### src/rtl/bubblesort_pkg.sv
// -----------------------------------------------------------------------------
// bubblesort_pkg
//   Shared types and default sizes for the bubble-sort stream controller.
//   - state_t : controller phase (LOAD -> SORT -> DRAIN -> LOAD)
//   - dbg_t   : debug view of the controller (phase plus counter flags)
//   - DEF_*   : default parameter values used by the top module
// -----------------------------------------------------------------------------
package bubblesort_pkg;

  typedef enum logic [1:0] {
    ST_LOAD  = 2'd0,
    ST_SORT  = 2'd1,
    ST_DRAIN = 2'd2
  } state_t;

  typedef struct packed {
    state_t state;
    logic   cnt_zero;
    logic   cnt_one;
  } dbg_t;

  localparam int DEF_WIDTH       = 32;
  localparam int DEF_NUM         = 4;
  localparam int DEF_SORT_CYCLES = 4;
  localparam int DEF_CWIDTH      = 8;

endpackage

### src/rtl/bubblesort_stream_cnt.sv
// -----------------------------------------------------------------------------
// bubblesort_stream_cnt
//   Loadable up/down counter shared by every phase of the stream controller.
//   Load has priority over increment, increment over decrement.
// Ports
//   i_clk, i_rst      clock, asynchronous active-high reset (count -> 0)
//   i_load/i_load_val synchronous load
//   i_inc, i_dec      count up / count down by one
//   o_cnt             current count
//   o_zero, o_one     count == 0 / count == 1
// -----------------------------------------------------------------------------
module bubblesort_stream_cnt #(
  parameter int CWIDTH = 8
) (
  input  logic              i_clk,
  input  logic              i_rst,
  input  logic              i_load,
  input  logic [CWIDTH-1:0] i_load_val,
  input  logic              i_inc,
  input  logic              i_dec,
  output logic [CWIDTH-1:0] o_cnt,
  output logic              o_zero,
  output logic              o_one
);

  logic [CWIDTH-1:0] r_cnt;

  always_ff @(posedge i_clk or posedge i_rst) begin
    if (i_rst) begin
      r_cnt <= '0;
    end else if (i_load) begin
      r_cnt <= i_load_val;
    end else if (i_inc) begin
      r_cnt <= r_cnt + 1'b1;
    end else if (i_dec) begin
      r_cnt <= r_cnt - 1'b1;
    end
  end

  assign o_cnt  = r_cnt;
  assign o_zero = (r_cnt == '0);
  assign o_one  = (r_cnt == CWIDTH'(1));

endmodule

### src/rtl/bubblesort_stream_ctrl.sv
// -----------------------------------------------------------------------------
// bubblesort_stream_ctrl
//   Streaming front/back end for a scan-chained bubble-sort array. A batch of
//   NUM words is shifted into the chain, the array is enabled for SORT_CYCLES
//   cycles, then the chain is shifted out (zero filled) to the output stream.
//
// Handshakes: a word moves on an input/output port in every cycle where its
//   valid and ready are both high at the rising edge. Ready never depends on
//   valid of the same port; OutValid and InReady are never high together.
//
// Ports
//   Clk, Reset          clock, asynchronous active-high reset
//   InValid/InData      input stream, InReady high only in LOAD
//   OutValid/OutData    output stream, OutData is the chain tail (ScanIn)
//   OutReady            downstream accept
//   ScanOut/ScanIn      chain head data / chain tail data
//   ScanEnable, Enable  chain shift strobe / array sort enable
//   Done                one-cycle pulse in the cycle after the last output
//   o_dbg               controller phase and counter flags
//   CycleCount          (BUBBLESORT_STREAM_PERF_EN only) cycles of the last
//                       completed batch, first accept to last output
//
// Build option: define BUBBLESORT_STREAM_PERF_EN to add the CycleCount port.
// -----------------------------------------------------------------------------
module bubblesort_stream_ctrl
  import bubblesort_pkg::*;
#(
  parameter int WIDTH       = DEF_WIDTH,
  parameter int NUM         = DEF_NUM,
  parameter int SORT_CYCLES = DEF_SORT_CYCLES,
  parameter int CWIDTH      = DEF_CWIDTH
) (
  input  logic              Clk,
  input  logic              Reset,
  input  logic              InValid,
  input  logic [WIDTH-1:0]  InData,
  output logic              InReady,
  output logic              OutValid,
  output logic [WIDTH-1:0]  OutData,
  input  logic              OutReady,
  output logic [WIDTH-1:0]  ScanOut,
  input  logic [WIDTH-1:0]  ScanIn,
  output logic              ScanEnable,
  output logic              Enable,
  output logic              Done,
`ifdef BUBBLESORT_STREAM_PERF_EN
  output logic [CWIDTH+7:0] CycleCount,
`endif
  output dbg_t              o_dbg
);

  localparam logic [CWIDTH-1:0] C_LAST_LOAD = CWIDTH'(NUM - 1);
  localparam logic [CWIDTH-1:0] C_SORT      = CWIDTH'(SORT_CYCLES);
  localparam logic [CWIDTH-1:0] C_NUM       = CWIDTH'(NUM);

  state_t            r_state, w_next_state;
  logic              r_done;
  logic              w_cnt_load, w_cnt_inc, w_cnt_dec;
  logic [CWIDTH-1:0] w_cnt_load_val, w_cnt;
  logic              w_zero, w_one;
  logic              w_accept, w_last_hs;

  bubblesort_stream_cnt #(.CWIDTH(CWIDTH)) u_cnt (
    .i_clk      (Clk),
    .i_rst      (Reset),
    .i_load     (w_cnt_load),
    .i_load_val (w_cnt_load_val),
    .i_inc      (w_cnt_inc),
    .i_dec      (w_cnt_dec),
    .o_cnt      (w_cnt),
    .o_zero     (w_zero),
    .o_one      (w_one)
  );

  // Reset gates the input handshake so nothing is accepted while it is held.
  assign w_accept = (r_state == ST_LOAD) && InValid && !Reset;
  assign OutData  = ScanIn;
  assign Done     = r_done;
  assign o_dbg    = '{state: r_state, cnt_zero: w_zero, cnt_one: w_one};

  always_ff @(posedge Clk or posedge Reset) begin
    if (Reset) begin
      r_state <= ST_LOAD;
      r_done  <= 1'b0;
    end else begin
      r_state <= w_next_state;
      r_done  <= w_last_hs;
    end
  end

  always_comb begin
    w_next_state   = r_state;
    w_cnt_load     = 1'b0;
    w_cnt_load_val = '0;
    w_cnt_inc      = 1'b0;
    w_cnt_dec      = 1'b0;
    InReady        = 1'b0;
    OutValid       = 1'b0;
    ScanEnable     = 1'b0;
    ScanOut        = '0;
    Enable         = 1'b0;
    w_last_hs      = 1'b0;
    case (r_state)
      ST_LOAD: begin
        InReady = !Reset;
        if (w_accept) begin
          ScanEnable = 1'b1;
          ScanOut    = InData;
          if (w_cnt == C_LAST_LOAD) begin
            w_cnt_load     = 1'b1;
            w_cnt_load_val = C_SORT;
            w_next_state   = ST_SORT;
          end else begin
            w_cnt_inc = 1'b1;
          end
        end
      end
      ST_SORT: begin
        Enable = 1'b1;
        if (w_one) begin
          w_cnt_load     = 1'b1;
          w_cnt_load_val = C_NUM;
          w_next_state   = ST_DRAIN;
        end else begin
          w_cnt_dec = 1'b1;
        end
      end
      ST_DRAIN: begin
        OutValid = 1'b1;
        if (OutReady) begin
          // Shift the chain towards the tail, back-filling the head with zero.
          ScanEnable = 1'b1;
          if (w_one) begin
            w_cnt_load   = 1'b1;
            w_last_hs    = 1'b1;
            w_next_state = ST_LOAD;
          end else begin
            w_cnt_dec = 1'b1;
          end
        end
      end
      default: w_next_state = ST_LOAD;
    endcase
  end

`ifdef BUBBLESORT_STREAM_PERF_EN
  localparam int PW = CWIDTH + 8;

  logic [PW-1:0] r_perf_acc, w_perf_next, r_cycle_count;
  logic          w_in_batch;

  // A batch is in flight from the first accept (count leaves zero) until the
  // last drain handshake returns the controller to LOAD with count zero.
  assign w_in_batch = (r_state != ST_LOAD) || !w_zero;

  always_comb begin
    w_perf_next = r_perf_acc;
    if (w_in_batch) begin
      w_perf_next = (&r_perf_acc) ? r_perf_acc : r_perf_acc + 1'b1;
    end else if (w_accept) begin
      w_perf_next = PW'(1);
    end
  end

  always_ff @(posedge Clk or posedge Reset) begin
    if (Reset) begin
      r_perf_acc    <= '0;
      r_cycle_count <= '0;
    end else begin
      r_perf_acc <= w_perf_next;
      if (w_last_hs) begin
        r_cycle_count <= w_perf_next;
      end
    end
  end

  assign CycleCount = r_cycle_count;
`endif

endmodule

### config.mk
export PLATFORM = sky130hd
export DESIGN_NAME = bubblesort_stream_ctrl
export DESIGN_NICKNAME = d
export VERILOG_FILES = /design/src/rtl/bubblesort_pkg.sv /design/src/rtl/bubblesort_stream_cnt.sv /design/src/rtl/bubblesort_stream_ctrl.sv
export SDC_FILE = /design/constraint.sdc
export NUM_CORES = 1
export LEC_CHECK = 0
export ABC_AREA = 1
export BUFFER_PORTS_ARGS = -buffer_cell sky130_fd_sc_hd__clkbuf_2
export CORE_MARGIN = 5
export CORE_UTILIZATION = 39
export DETAILED_ROUTE_END_ITERATION = 10
export HOLD_SLACK_MARGIN = 0.02
export MAX_ROUTING_LAYER = met4
export PLACE_DENSITY = 0.82
export REMOVE_ABC_BUFFERS = 1
export SYNTH_ARGS = -nofsm -noshare
export SYNTH_HDL_FRONTEND = slang
export SYNTH_SLANG_ARGS = --single-unit
### constraint.sdc
create_clock -name Clk -period 2.3 [get_ports Clk]
set_clock_uncertainty 0.15 [all_clocks]
set_input_delay 0.46 -clock Clk [delete_from_list [all_inputs] [get_ports Clk]]
set_output_delay 0.46 -clock Clk [all_outputs]
set_load 0.02 [all_outputs]
==> metrics.cfg <==
[detailed_routing]
route.met2.wl_mm=2.97
top_layer_used=met4
drc=0
drt-met1-wl_mm=2.23
wl_mm=6.74
ant_nets=0
viasPerCell=4.62
route.met3.wl_mm=1.52
drt_iter0_drc=95
wire_per_inst_um=18.9
firstDrtPassIters=4
via_count=1650

[global_route]
grt_antenna_before_repair=0
grt_max_degree=36
grt_util_all_layers_pct=23.6
grt_overflow=0
grt_pass1_wl_mm=9.03
grt_pass1_vias=1518

[pwr]
seq_power_share_pct=19.8
vdd.ir_drop.worst_v=0.000599
swShare_pct=54.3
combPwrFrac_pct=71.5
internal-power_uw=984
switchingPower_uw=1170
p_leak_uw=0.00130
p_per_area_nw_per_um2=1060
pwr-share-clk_pct=8.7

[synthesis]
syn_area_per_cell_um2=6.38
synth_top_cell_area_share_pct=16.7
synth_edf_count=0
synthesis.area_um2=1650
synth-seq-area-share_pct=16.7
synth.ff_latch_count=11
synthArstFlopShare_pct=100
synth_top_area_cell=dfrtp_1
syn_inst=258
ys.flop_type=dfrtp_1
synth_area_leaders=dfrtp_1 17%, buf_4 16%, inv_1 11%
yosys.cell_types.count=25
ys_warn_count=0
ys_top_cells_by_count=49 x inv_1, 49 x nand2_1, 43 x nor2_1

[clocking]
cts_tree=done
clock-root-buffer=clkbuf_8
clockBufferDepth=2
clkTransAtPathRegs_ps=50
cts_max_level=1
clkLatencyLatePin_ps=230
clkSinkCount=11
cts-buffers-inserted=3

[setup_path]
cpMostUsedCell=inv_2
cp_slowest_stage_delay_ps=390
critPathBufInv=5
cpMaxStageDelayCell=dfrtp_1
cp.required_ps=1690
critPathLaunchType=flip-flop
cp.arrival_ps=1680
critical_path_class=reg -> out
crit_path_max_fanout=8
crit_path_end_kind=output port
cpLargestDelayFamily=buffers and inverters
path_cells=inv_2 > ha_4 > inv_2 > nor2_4 > nand2_4 > clkbuf_16 > buf_12 > nor2_1 > buf_4

[place]
dp_cells=345
place_hpwl_mm=5.71
io_buffers=76
dpl_worst_slack_ps=177
place.gp.congestion=0.976

[timing]
finalCritPeriodShare_pct=99.5
finalHoldViolCount=0
finalSetupViolations=0
slew_headroom_pct=71.9
worstMarginPinSlew_ps=421
timing.fmax_mhz=437
grt_setup_unrepaired=true
slew_viol_final=0
fin_ws_ps=11.4
min_period_ps=2290

[floorplanning]
die_area_um2=5620
die_w_um=75.0
placementRows=23
core_um2=4060
ios=141
start_util_pct=40.6
die_h_um=75.0

[run_status]
status=complete, no violations

[layout]
syn2layout_area_growth_pct=23.0
fillers=406
layout.nets=385
layout.cells.non_filler=357
layout-drive-gt1-share_pct=38.4
insertedDiodeCount=0
utilization_pct=49.9

[job]
max-cap-violations=0

[min_path]
hold_class=in -> async

==> per-layer routing <==
metal / up-vias / global-route usage [%]
li1: 823 / -
met1: 703 / 22.5
met3: 4 / 21.2
met5: - / -
met4: 0 / 4.74
met2: 120 / 35.9
==> worst reg2reg max path: stages (launching register included) <==
cell       delay, ps
dfrtp_1          390
inv_2            110
ha_4             150
inv_2             50
nor2_4           110
nand2_4           90
clkbuf_16        160
buf_6            130
buf_4            140
inv_2             70
nand2_2           80
nand2_2          100
nand2_4          120
nand2_1           80
nand2_1           60
nand2_1           50
nand2_1           50
==> power groups by stage <==
| stage | combinational (µW) | sequential [µW] | clock, µW |
|---|---|---|---|
| after floorplan | 1010 | 419 | 0 |
| after global placement | 1330 | 433 | 0 |
| after detailed placement | 1350 | 436 | 0 |
| after CTS | 1400 | 417 | 196 |
| after global routing | 1710 | 441 | 200 |
| final | 1540 | 426 | 187 |
==> metrics by stage <==
step	power [µW]	area [µm²]	hold slack [ps]	TNS, ps
6_report	2150	2030	90.2	0
5_1_grt	2350	2030	127	-504
4_1_cts	2020	1880	73.1	0
3_5_place_dp	1780	1810	329	0
3_3_place_gp	1760	1810	317	0
2_1_floorplan	1430	1350	162	-12750
==> what timing repair did <==
| action | in CTS | in global routing |
|---|---|---|
| pin swaps | 0 | 1 |
| setup endpoints to repair | 8 | 33 |
| hold buffers | 0 | 0 |
| cloned | 0 | 1 |
| gates resized for setup | 6 | 32 |
| buffers inserted | 2 | 5 |
==> path summary, 6_finish.rpt <==
| kind | from | to | slack, ps | cells past startpoint |
|---|---|---|---|---|
| worst min-delay path | Reset | r_state[0] | 90 | 2 |
| min in group Clk | u_cnt.o_cnt[1] | u_cnt.o_cnt[1] | 470 | 2 |
| max in group asynchronous | Reset | u_cnt.o_cnt[6] | 1620 | 2 |
| worst min register to register | u_cnt.o_cnt[1] | u_cnt.o_cnt[1] | 470 | 2 |
| worst max-delay path | r_state[1] | ScanOut[8] | 10 | 9 |
| worst max register to register | r_state[1] | u_cnt.o_cnt[2] | 90 | 16 |
==> cell type report <==
type / count / area (µm²) / area share (%)
multi-input combinational: 156 / 920 / 45.4
timing repair buffer: 85 / 527 / 26.0
sequential: 11 / 275 / 13.6
inverter: 51 / 196 / 9.70
tap: 50 / 62.6 / 3.09
clock buffer: 4 / 45.0 / 2.22
==> layout by cell type, fill, tap and decap left out, types with 4 or more instances in the layout <==
cell / n
clkbuf_2: 63
inv_2: 4
nor2_4: 4
nor2_2: 5
nand4_1: 5
buf_4: 10
nand2_1: 48
xor2_1: 7
nor2_1: 39
nand2_4: 6
o21ai_0: 4
inv_1: 46
nand3_1: 16
dfrtp_1: 11
ha_1: 8
==> registers in the layout, indices dropped and copies added, names as in the netlist <==
name	flops
u_cnt.o_cnt	8
r_state	2
Done	1
==> cell families after synthesis <==
logic type / share of synthesized area [%]
adders and majority gates: 6.84
DFF: 16.7
and+or+nand+nor: 37.4
buffers and inverters: 30.2
xor gates and xnor gates: 3.72
AOI/OAI and AO/OA: 5.17
Note: power is estimated with default switching activity, not from simulation.
